===== src/rtl/s_mem_arbiter.sv =====
// s_mem_arbiter: round-robin burst arbiter sharing one S-RAM port among three RC4 engines
// Ports: clk/reset (async, active-high); req/wren_in/addr_in/wdata_in per requester;
//   gnt one-hot registered grant; rvalid/rdata read returns routed to the issuer;
//   mem_addr/mem_data/mem_wren/mem_q to the S-RAM; busy high while granted or draining.
module s_mem_arbiter #(
   parameter int ADDR_W       = 8,
   parameter int DATA_W       = 8,
   parameter int READ_LATENCY = 1
) (
   input  logic                clk,
   input  logic                reset,
   input  logic [2:0]          req,
   input  logic [2:0]          wren_in,
   input  logic [3*ADDR_W-1:0] addr_in,
   input  logic [3*DATA_W-1:0] wdata_in,
   output logic [2:0]          gnt,
   output logic [2:0]          rvalid,
   output logic [DATA_W-1:0]   rdata,
   output logic [ADDR_W-1:0]   mem_addr,
   output logic [DATA_W-1:0]   mem_data,
   output logic                mem_wren,
   input  logic [DATA_W-1:0]   mem_q,
   output logic                busy
);
   typedef enum logic [1:0] {IDLE, GRANT, DRAIN} state_t;
   state_t state;
   logic [ADDR_W-1:0] a [3];
   logic [DATA_W-1:0] d [3];
   logic [1:0] rr_ptr, own, nxt_ptr, r1, r2, pick;
   logic has_gnt, issue, rd_issue;
   // read-return pipe: valid bits and issuing owner, one stage per cycle of latency
   logic [READ_LATENCY-1:0] pv, pv_nxt;
   logic [1:0] po [READ_LATENCY];
   for (genvar i = 0; i < 3; i++) begin : g_split
      assign a[i] = addr_in[ADDR_W*i +: ADDR_W];
      assign d[i] = wdata_in[DATA_W*i +: DATA_W];
   end
   always_comb begin
      own      = gnt[1] ? 2'd1 : gnt[2] ? 2'd2 : 2'd0;
      has_gnt  = |gnt;
      issue    = has_gnt & req[own];
      rd_issue = issue & ~wren_in[own];
      mem_addr = has_gnt ? a[own] : '0;
      mem_data = has_gnt ? d[own] : '0;
      mem_wren = issue & wren_in[own];
      nxt_ptr  = own == 2'd2 ? 2'd0 : own + 2'd1;
      r1       = rr_ptr == 2'd2 ? 2'd0 : rr_ptr + 2'd1;
      r2       = rr_ptr == 2'd0 ? 2'd2 : rr_ptr - 2'd1;
      pick     = req[rr_ptr] ? rr_ptr : req[r1] ? r1 : r2;
      pv_nxt   = (pv << 1) | READ_LATENCY'(rd_issue);
      rvalid   = pv[READ_LATENCY-1] ? 3'b001 << po[READ_LATENCY-1] : 3'b000;
      rdata    = mem_q;
      busy     = state != IDLE;
   end
   always_ff @(posedge clk or posedge reset) begin
      if (reset) begin
         state  <= IDLE;
         gnt    <= '0;
         rr_ptr <= '0;
         pv     <= '0;
         for (int i = 0; i < READ_LATENCY; i++) po[i] <= '0;
      end else begin
         pv    <= pv_nxt;
         po[0] <= own;
         for (int i = 1; i < READ_LATENCY; i++) po[i] <= po[i-1];
         case (state)
            IDLE: if (|req) begin
               gnt   <= 3'b001 << pick;
               state <= GRANT;
            end
            // hand-off waits for outstanding reads so returns never cross owners
            GRANT: if (!req[own]) begin
               gnt    <= '0;
               rr_ptr <= nxt_ptr;
               state  <= |pv_nxt ? DRAIN : IDLE;
            end
            DRAIN: if (!(|pv_nxt)) state <= IDLE;
            default: state <= IDLE;
         endcase
      end
   end
endmodule


===== config.mk =====
export PLATFORM = sky130hd
export DESIGN_NAME = s_mem_arbiter
export DESIGN_NICKNAME = d
export VERILOG_FILES = /design/src/rtl/s_mem_arbiter.sv
export SDC_FILE = /design/constraint.sdc
export NUM_CORES = 1
export LEC_CHECK = 0
export BUFFER_PORTS_ARGS = -buffer_cell sky130_fd_sc_hd__buf_2
export CAP_MARGIN = 20
export CORE_MARGIN = 1
export CORE_UTILIZATION = 35
export CTS_BUF_LIST = sky130_fd_sc_hd__clkbuf_4
export DETAILED_ROUTE_END_ITERATION = 6
export GPL_TIMING_DRIVEN = 0
export HOLD_SLACK_MARGIN = 0.06
export PLACE_DENSITY = 0.74
export SETUP_SLACK_MARGIN = 0.1
export SYNTH_ARGS = -nofsm -noshare
export SYNTH_HDL_FRONTEND = slang
export SYNTH_SLANG_ARGS = --single-unit

===== constraint.sdc =====
create_clock -name clk -period 2 [get_ports clk]
set_clock_uncertainty 0.05 [all_clocks]
set_input_delay 0 -clock clk [delete_from_list [all_inputs] [get_ports clk]]
set_output_delay 0 -clock clk [all_outputs]
set_load 0.05 [all_outputs]

Word-level counts from Yosys, hierarchy flattened

Cells that the tools add are included.
W data, S select, Z words.

Register bits: 10
Word-level logic and storage cells: 68
Output and inout port bits: 32
Input port bits: 64

$lt $le $gt $ge: 4
Add/sub/neg operators: 3
Eq/ne operators: 7
Muxes and demuxes: 32
Bitwise gates (word level): 6
Reduce and logical (&&, ||, !) cells: 9
Shift operators: 2

Operators with widths:

| kind                  | count |
|---|---|
| $mux W8               | 6 |
| $bmux W8 S2           | 2 |
| $mux W2               | 11 |
| $lt A2 B3 Y1 const B  | 3 |
| $mux W3               | 3 |
| $bmux W1 S2           | 4 |
| $eq A2 B2 Y1 const B  | 3 |
| $ne A2 B2 Y1 const B  | 3 |
| $pmux W2 S3           | 1 |
| $pmux W3 S2           | 1 |
| $reduce_and A3 Y1     | 2 |
| $reduce_or A3 Y1      | 2 |
| $shl A1 B2 Y3 const A | 2 |
| $add A2 B1 Y2 const B | 2 |
| $logic_not A2 Y1      | 2 |
| $mux W1               | 4 |
| $reduce_bool A2 Y1    | 2 |
| $and A1 B1 Y1         | 3 |
| $ge A3 B3 Y1 const B  | 1 |
| $not A2 Y3            | 1 |
| $eq A2 B1 Y1 const B  | 1 |
| $not A1 Y1            | 2 |
| $reduce_and A2 Y1     | 1 |
| $sub A2 B1 Y2 const B | 1 |

Depth between registers and ports, before layout

Gate-level depths: netlist (run 1).

Depth after elaboration: 9
Depth in mapped cells: 6
Depth with buffers taken out: 6

Worst setup path before layout (run 1)

Ideal clock, no wire load.

Kind: register to output
Start: reg gnt[2]
End: out mem_addr[0]
Arrival time: 2.208 ns
Required time: 1.950 ns
Path slack: -0.258 ns
Stages on the path, launching flop included: 5
Buffers on the path: 1
Cells stage by stage: dfrtp_1 buf_2 nor2_2 a22oi_1 o21ai_0

Word-level cells in the longest chain between the ends: 7
Elaborated cells between the ends (all ways): 8
Those cells by class: mux (6); bitwise (1); reduce/logical (1)

Ends and longest elaborated chain:

| element                                     | RTL line | text |
|---|---|---|
| start, declared                             | 16       | `output logic [2:0] gnt,` |
| start signal, assigned                      | 68       | `gnt <= 3'b001 << pick;` |
| $mux W2 (2 in series)                       | 39       | `own = gnt[1] ? 2'd1 : gnt[2] ? 2'd2 : 2'd0;` |
| $not A2 Y3 (implied by the code)            | 43       | `mem_addr = has_gnt ? a[own] : '0;` |
| $bmux W8 S2                                 | 43       |  |
| $mux W8 (implied by the code) (2 in series) | 43       |  |
| $mux W8 *                                   | 43       |  |
| end, declared                               | 19       | `output logic [ADDR_W-1:0] mem_addr,` |

Every way passes the cells marked *; elsewhere a longest branch is shown, timed or not. The select of a mux whose other input is x is not followed.

Worst setup path in the final report (run 1)

Start: reg rr_ptr[1]
End: reg gnt[2]

Word-level cells in the longest chain between the ends: 9
Elaborated cells between the ends (all ways): 15
Those cells by class: add/sub (2); eq/ne (1); shift (1); mux (10); reduce/logical (1)

Ends and longest elaborated chain:

| element                                              | RTL line | text |
|---|---|---|
| start, declared                                      | 29       | `logic [1:0] rr_ptr, own, nxt_ptr, r1, r2, pick;` |
| start signal, assigned                               | 74       | `rr_ptr <= nxt_ptr;` |
| $add A2 B1 Y2 / $eq A2 B2 Y1 (equally long branches) | 47       | `r1 = rr_ptr == 2'd2 ? 2'd0 : rr_ptr + 2'd1;` |
| $mux W2                                              | 47       |  |
| $bmux W1 S2                                          | 49       | `pick = req[rr_ptr] ? rr_ptr : req[r1] ? r1 : r2;` |
| $mux W1 (implied by the code)                        | 49       |  |
| $mux W2                                              | 49       |  |
| $mux W2 *                                            | 49       |  |
| $shl A1 B2 Y3 *                                      | 68       |  |
| $mux W3 *                                            | 67       | `IDLE: if (\|req) begin` |
| $pmux W3 S2 *                                        | 66       | `case (state)` |

Marked as above.
A chain may end at the register's enable or synchronous reset.

==> results of run 1 <==
-- worst register-to-register path, stage by stage, from the launching register on --
cell and delay (ns):
dfrtp_2 0.44, inv_1 0.13, ha_1 0.19, mux2i_1 0.30
o2bb2ai_1 0.16, a211o_1 0.31, o22ai_1 0.13
-- worst paths after layout --
path | startpoint | to | slack [ns] | cells after the start
worst min register to register | gnt[1] | po[0] | 0.35 | 0
worst max register to register | rr_ptr[1] | gnt[2] | 0.21 | 6
min in group asynchronous | reset | state[0] | 0.21 | 3
worst min-delay path | req[0] | state[0] | 0.15 | 5
max in group asynchronous | reset | rr_ptr[1] | 1.40 | 3
worst max-delay path | rr_ptr[1] | gnt[2] | 0.21 | 6
-- timing repair --
item / in CTS / in global routing
setup endpoints to repair: 10 / 17
setup buffers: 0 / 2
hold buffers: 2 / 0
endpoints found under the hold margin: 11 / 0
pin swaps: 0 / 1
gates resized for setup: 4 / 12
-- routing by layer --
metal | up-vias | GRT usage, %
li1 | 652 | -
met1 | 572 | 22.5
met2 | 58 | 38.3
met3 | 0 | 3.95
met4 | 0 | 2.09
met5 | - | 0
-- kinds of logic after synthesis --
family / after synthesis
compound gates: 47
mux: 6
fa+ha+maj: 4
buf+inv: 23
simple gates: 38
flops: 10
-- state kept, by name, summed over array words and instances (netlist names) --
signal	count
rr_ptr	2
pv	1
gnt	3
state	2
po	2
-- Yosys cell counts (2+ instances only) --
cell type  count
a21oi_1        4
a22oi_1       16
and3b_1        3
buf_2          3
buf_4          9
clkbuf_1       3
dfrtp_1       10
ha_1           4
inv_1          6
mux2_1         2
mux2i_1        4
nand2_1       17
nand3b_1       4
nor2_1         3
nor2b_1        2
o21ai_0        6
o21ai_1       10
-- stage by stage --
stage                     cells  area [µm²]  total power [W]  worst slack [ns]  util [%]
after floorplan             128        1060          0.00193             0.118         -
after global placement      246        1530          0.00235             0.190      55.5
after detailed placement    246        1530          0.00236             0.188      55.5
after CTS                   251        1590          0.00253             0.105      57.5
after global routing        253        1620          0.00274             0.119      58.7
final                       253        1620          0.00257             0.209      58.7
-- final cells by class --
class,count,area [µm²]
clock buffer,3,22.5
fill,283,1140
tap,31,38.8
multi-input combinational,95,687
buffer,16,106
sequential,10,253
inverter,7,27.5
timing repair buffer,91,483
-- placed cells by master, fill, tap and decap left out, types with 2 or more instances in the layout --
cell           instances
ha_1                   4
nor2b_1                2
clkbuf_4               7
o21ai_1                6
dfrtp_1                8
dfrtp_2                2
mux2i_1                4
clkbuf_2               2
mux2_1                 2
nor2_1                 3
nand3b_1               4
buf_4                 14
inv_1                  6
dlygate4sd3_1          2
buf_2                 84
o21ai_2               10
and3b_1                3
a21oi_1                4
nand2_1               17
a22oi_1               16
-- power groups by stage --
stage               registers [W]  logic [W]  clock network, W
detailed placement       0.000353    0.00201                 0
global route             0.000371    0.00222          0.000144
global placement         0.000350    0.00200                 0
finish                   0.000352    0.00209          0.000131
CTS                      0.000349    0.00204          0.000135
floorplan                0.000390    0.00154                 0
==> flow_summary.yaml, run 1 <==
logic_synthesis:
  ys_seq_area_share_pct: 24.5
  netlist_instances: 128
  synth-main-ff-cell: "dfrtp_1"
  synthTopCellsByArea: "dfrtp_1 25%, a22oi_1 12%, buf_4 6.6%"
  yosys.area_share.simple_pct: 20.5
  synthArstFlopShare_pct: 100
  synth_top_area_share_pct: 24.5
  syn-cell-area_mm2: 0.00102
  synthAdderAreaFrac_pct: 4.91
  synth.area.mux_share_pct: 6.13
  synth_fp_nets: 196
  avgSynthCellArea_um2: 7.97
  ys_seq_elements: 10
  synth_xor_xnor_area_share_pct: 0
  synth_top_area_cell: "dfrtp_1"
  synth_compound_area_share_pct: 31.7
  synth.distinct_cells: 39
  synth_top_family_by_area: "compound AO/OA/AOI/OAI gates"
  yosysWarnings: 0
  synth_edf_count: 0
timing:
  holdWs_ns: 0.153
  finalCritPeriodShare_pct: 89.5
  fin_crit_ns: 1.79
  hold_violations: 0
  setup_violations: 0
  tightest_slew_ns: 0.374
  finalMaxSlewViolations: 0
  fmax_mhz: 558
  setup_tns_ns: 0
  slew_headroom_pct: 75.0
  rsz0062_at_grt: "false"
die:
  dieArea_mm2: 0.00313
  die_width_um: 56.0
  die_y_um: 56.0
  core_region_area_mm2: 0.00276
  start_util_pct: 37.0
  io_pins: 96
  num_rows: 19
clocking:
  cts_tree: "built"
  clk_latency_ns: 0.26
  numCtsBuffers: 3
  cts_root_buf: "clkbuf_4"
  cts.htree.levels: 1
  clkSinkCount: 10
  clkTransAtPathRegs_ns: 0.06
  cts.path.max_buffers: 2
critical_path:
  crit_required_ns: 2.12
  path_max_fanout: 6
  cp_slowest_stage_delay_ns: 0.44
  crit_arrival_ns: 1.91
  critical_path_class: "flip-flop to flip-flop"
  crit_chain: "inv_1 -> ha_1 -> mux2i_1 -> o2bb2ai_1 -> a211o_1 -> o22ai_1"
  cpLargestDelayFamily: "compound AO/OA/AOI/OAI gates"
  cp-end-kind: "flip-flop"
  path_buf_inv: 1
  start_kind: "flip-flop"
  slowest_stage: "dfrtp_2"
hold_path:
  hp-class: "input pin to flip-flop"
drt:
  wl_per_cell_um: 12.1
  wirelength_um: 3070
  drtIter0Drc: 23
  wl_met2_um: 1570
  vias_per_cell: 5.07
  top_layer: "met3"
  dr.pass1.iters: 4
  ant_nets: 0
  wl_met3_um: 233
  vias: 1282
  drc: 0
  wl_met1_um: 1260
placement:
  gp_congestion: 0.837
  hpwlAfterDp_um: 2520
  port_buffers: 87
power:
  ir_worst_vdd_v: 0.00100
  pwr_density_cell_mw_per_mm2: 1590
  power.share.clock_pct: 5.1
  p_switching_w: 0.00157
  pwr-share-seq_pct: 13.7
  p_int_w: 0.00100
  leakagePower_nw: 0.865
  comb_power_share_pct: 81.2
  swShare_pct: 61.1
global_routing:
  track_usage_pct: 19.7
  antenna_found_initial: 0
  grt_pass1_vias: 1236
  grt_max_degree: 11
  grt-ovfl-total: 0
  grt_pass1_wl_um: 5010
cells_and_area:
  area_growth_pct: 58.7
  nNetsFinal: 292
  antenna_cells: 0
  drive_gt1_share_pct: 56.8
status:
  outcome: "finished, final reports clean"
job:
  drv_cap: 0
No activity file was read; power rests on OpenSTA's default activity.
==> inputs of run 2 (changes only) <==
- PLACE_DENSITY: 0.74 -> 0.77
==> flow_summary.yaml, run 2 (synthesis gave the netlist of run 1 again) <==
timing:
  hold_violations: 0
  fin_crit_ns: 1.83
  tightest_slew_ns: 0.401
  setup_tns_ns: 0
  fmax_mhz: 548
  finalMaxSlewViolations: 0
  slew_headroom_pct: 73.3
  rsz0062_at_grt: "false"
  setup_violations: 0
  finalCritPeriodShare_pct: 91.3
drt:
  drc: 0
  wl_per_cell_um: 13.2
  drtIter0Drc: 41
  wirelength_um: 3360
  vias: 1310
  ant_nets: 0
  vias_per_cell: 5.16
  dr.pass1.iters: 4
clocking:
  clkTransAtPathRegs_ns: 0.07
  cts_root_buf: "clkbuf_4"
  cts.path.max_buffers: 2
  cts_tree: "built"
  numCtsBuffers: 3
  clk_latency_ns: 0.28
  clkSinkCount: 10
  cts.htree.levels: 1
die:
  dieArea_mm2: 0.00313
  num_rows: 19
  die_y_um: 56.0
  core_region_area_mm2: 0.00276
  start_util_pct: 37.0
  die_width_um: 56.0
  io_pins: 96
cells_and_area:
  mostFrequentLayoutCells: "80 x buf_2, 19 x buf_4, 17 x nand2_1"
  layout_commonest_cell: "buf_2"
  fin_util_pct: 59.3
  nNetsFinal: 292
  nFillCells: 274
  layoutNonFillerInstCount: 254
  drive_gt1_share_pct: 57.4
  area_growth_pct: 60.4
  antenna_cells: 0
  top_register: "gnt"
  largest_reg_flops: 3
critical_path:
  startpoint: "gnt[2]"
  ff2ff_path_depth: 6
  cp-end-kind: "output port"
  rr_endpoint: "gnt[1]"
  start_kind: "flip-flop"
  crit_arrival_ns: 1.78
  crit_required_ns: 1.95
  critical_path_class: "flip-flop to output port"
  rrSetupSlack_ns: 0.19
  r2r_start: "rr_ptr[1]"
  path_max_fanout: 10
  critPathCapture: "mem_data[2]"
global_routing:
  grt_pass1_wl_um: 5220
  track_usage_pct: 21.1
  grt-ovfl-total: 0
  grt_pass1_vias: 1226
  grt_max_degree: 11
  antenna_found_initial: 0
power:
  p_switching_w: 0.00162
  comb_power_share_pct: 80.8
  p_int_w: 0.00104
  pwr-share-seq_pct: 13.4
  power.share.clock_pct: 5.8
  pwr_density_cell_mw_per_mm2: 1620
  ir_worst_vdd_v: 0.00115
  swShare_pct: 60.9
  leakagePower_nw: 0.868
job:
  drv_cap: 0
placement:
  gp_congestion: 0.816
  dp.cells: 246
  port_buffers: 87
  hpwlAfterDp_um: 2570
hold_path:
  hp-class: "input pin to flip-flop"
status:
  outcome: "finished, final reports clean"
==> run 2: critical path, cell delays in order (launching register included) <==
cell and delay, ns:
dfrtp_1 0.43, buf_2 0.22, nor2_4 0.19, buf_4 0.20
a22oi_1 0.09, o21ai_2 0.13, clkbuf_4 0.24
==> run 2: stage by stage <==
step           cell area [µm²]  hold slack, ns  total power [W]  worst slack (ns)
5_1_grt                   1640           0.164          0.00281            0.0929
4_1_cts                   1600           0.143          0.00259             0.104
3_3_place_gp              1530         -0.0657          0.00234             0.192
6_report                  1640           0.142          0.00265             0.175
3_5_place_dp              1530         -0.0506          0.00236             0.183
2_1_floorplan             1060          -0.210          0.00193             0.118
==> run 2: how the worst min path moves through the flow <==
stage | from | to | depth (start not counted)
3_3_place_gp | reset | pv | 2
4_1_cts | wren_in[0] | pv | 4
2_1_floorplan | reset | gnt[0] | 1
3_5_place_dp | reset | state[1] | 2
5_1_grt | wren_in[0] | pv | 4
6_report | req[0] | state[0] | 5
==> run 2: power by group through the flow <==
stage / combinational [W] / clock [W] / sequential [W]
after floorplan: 0.00154 / 0 / 0.000390
after global placement: 0.00199 / 0 / 0.000350
after detailed placement: 0.00201 / 0 / 0.000354
after CTS: 0.00209 / 0.000153 / 0.000350
after global routing: 0.00227 / 0.000170 / 0.000374
final: 0.00214 / 0.000153 / 0.000356
==> run 2: layout make-up <==
| cell class | count | area [µm²] | area share, % |
|---|---|---|---|
| multi-input combinational | 95 | 687 | 42.0 |
| inverter | 7 | 27.5 | 1.68 |
| clock buffer | 3 | 22.5 | 1.38 |
| timing repair buffer | 91 | 499 | 30.5 |
| clock inverter | 1 | 3.75 | 0.230 |
| sequential | 10 | 253 | 15.5 |
| buffer | 16 | 104 | 6.35 |
| tap | 31 | 38.8 | 2.37 |
==> run 2: metal layers <==
metal | GRT usage [%] | wire length, µm | up-vias
met1 | 23.1 | 1310 | 581
li1 | - | - | 649
met3 | 4.88 | 290 | 6
met5 | 0 | 0 | -
met4 | 9.41 | 63 | 0
met2 | 38.4 | 1690 | 74
==> run 2: timing repair <==
action | in CTS | in global routing
setup endpoints to repair | 10 | 19
buffers inserted | 0 | 2
hold endpoints to repair | 11 | 0
hold buffers | 2 | 0
pin swaps | 0 | 1
resized for setup | 10 | 13
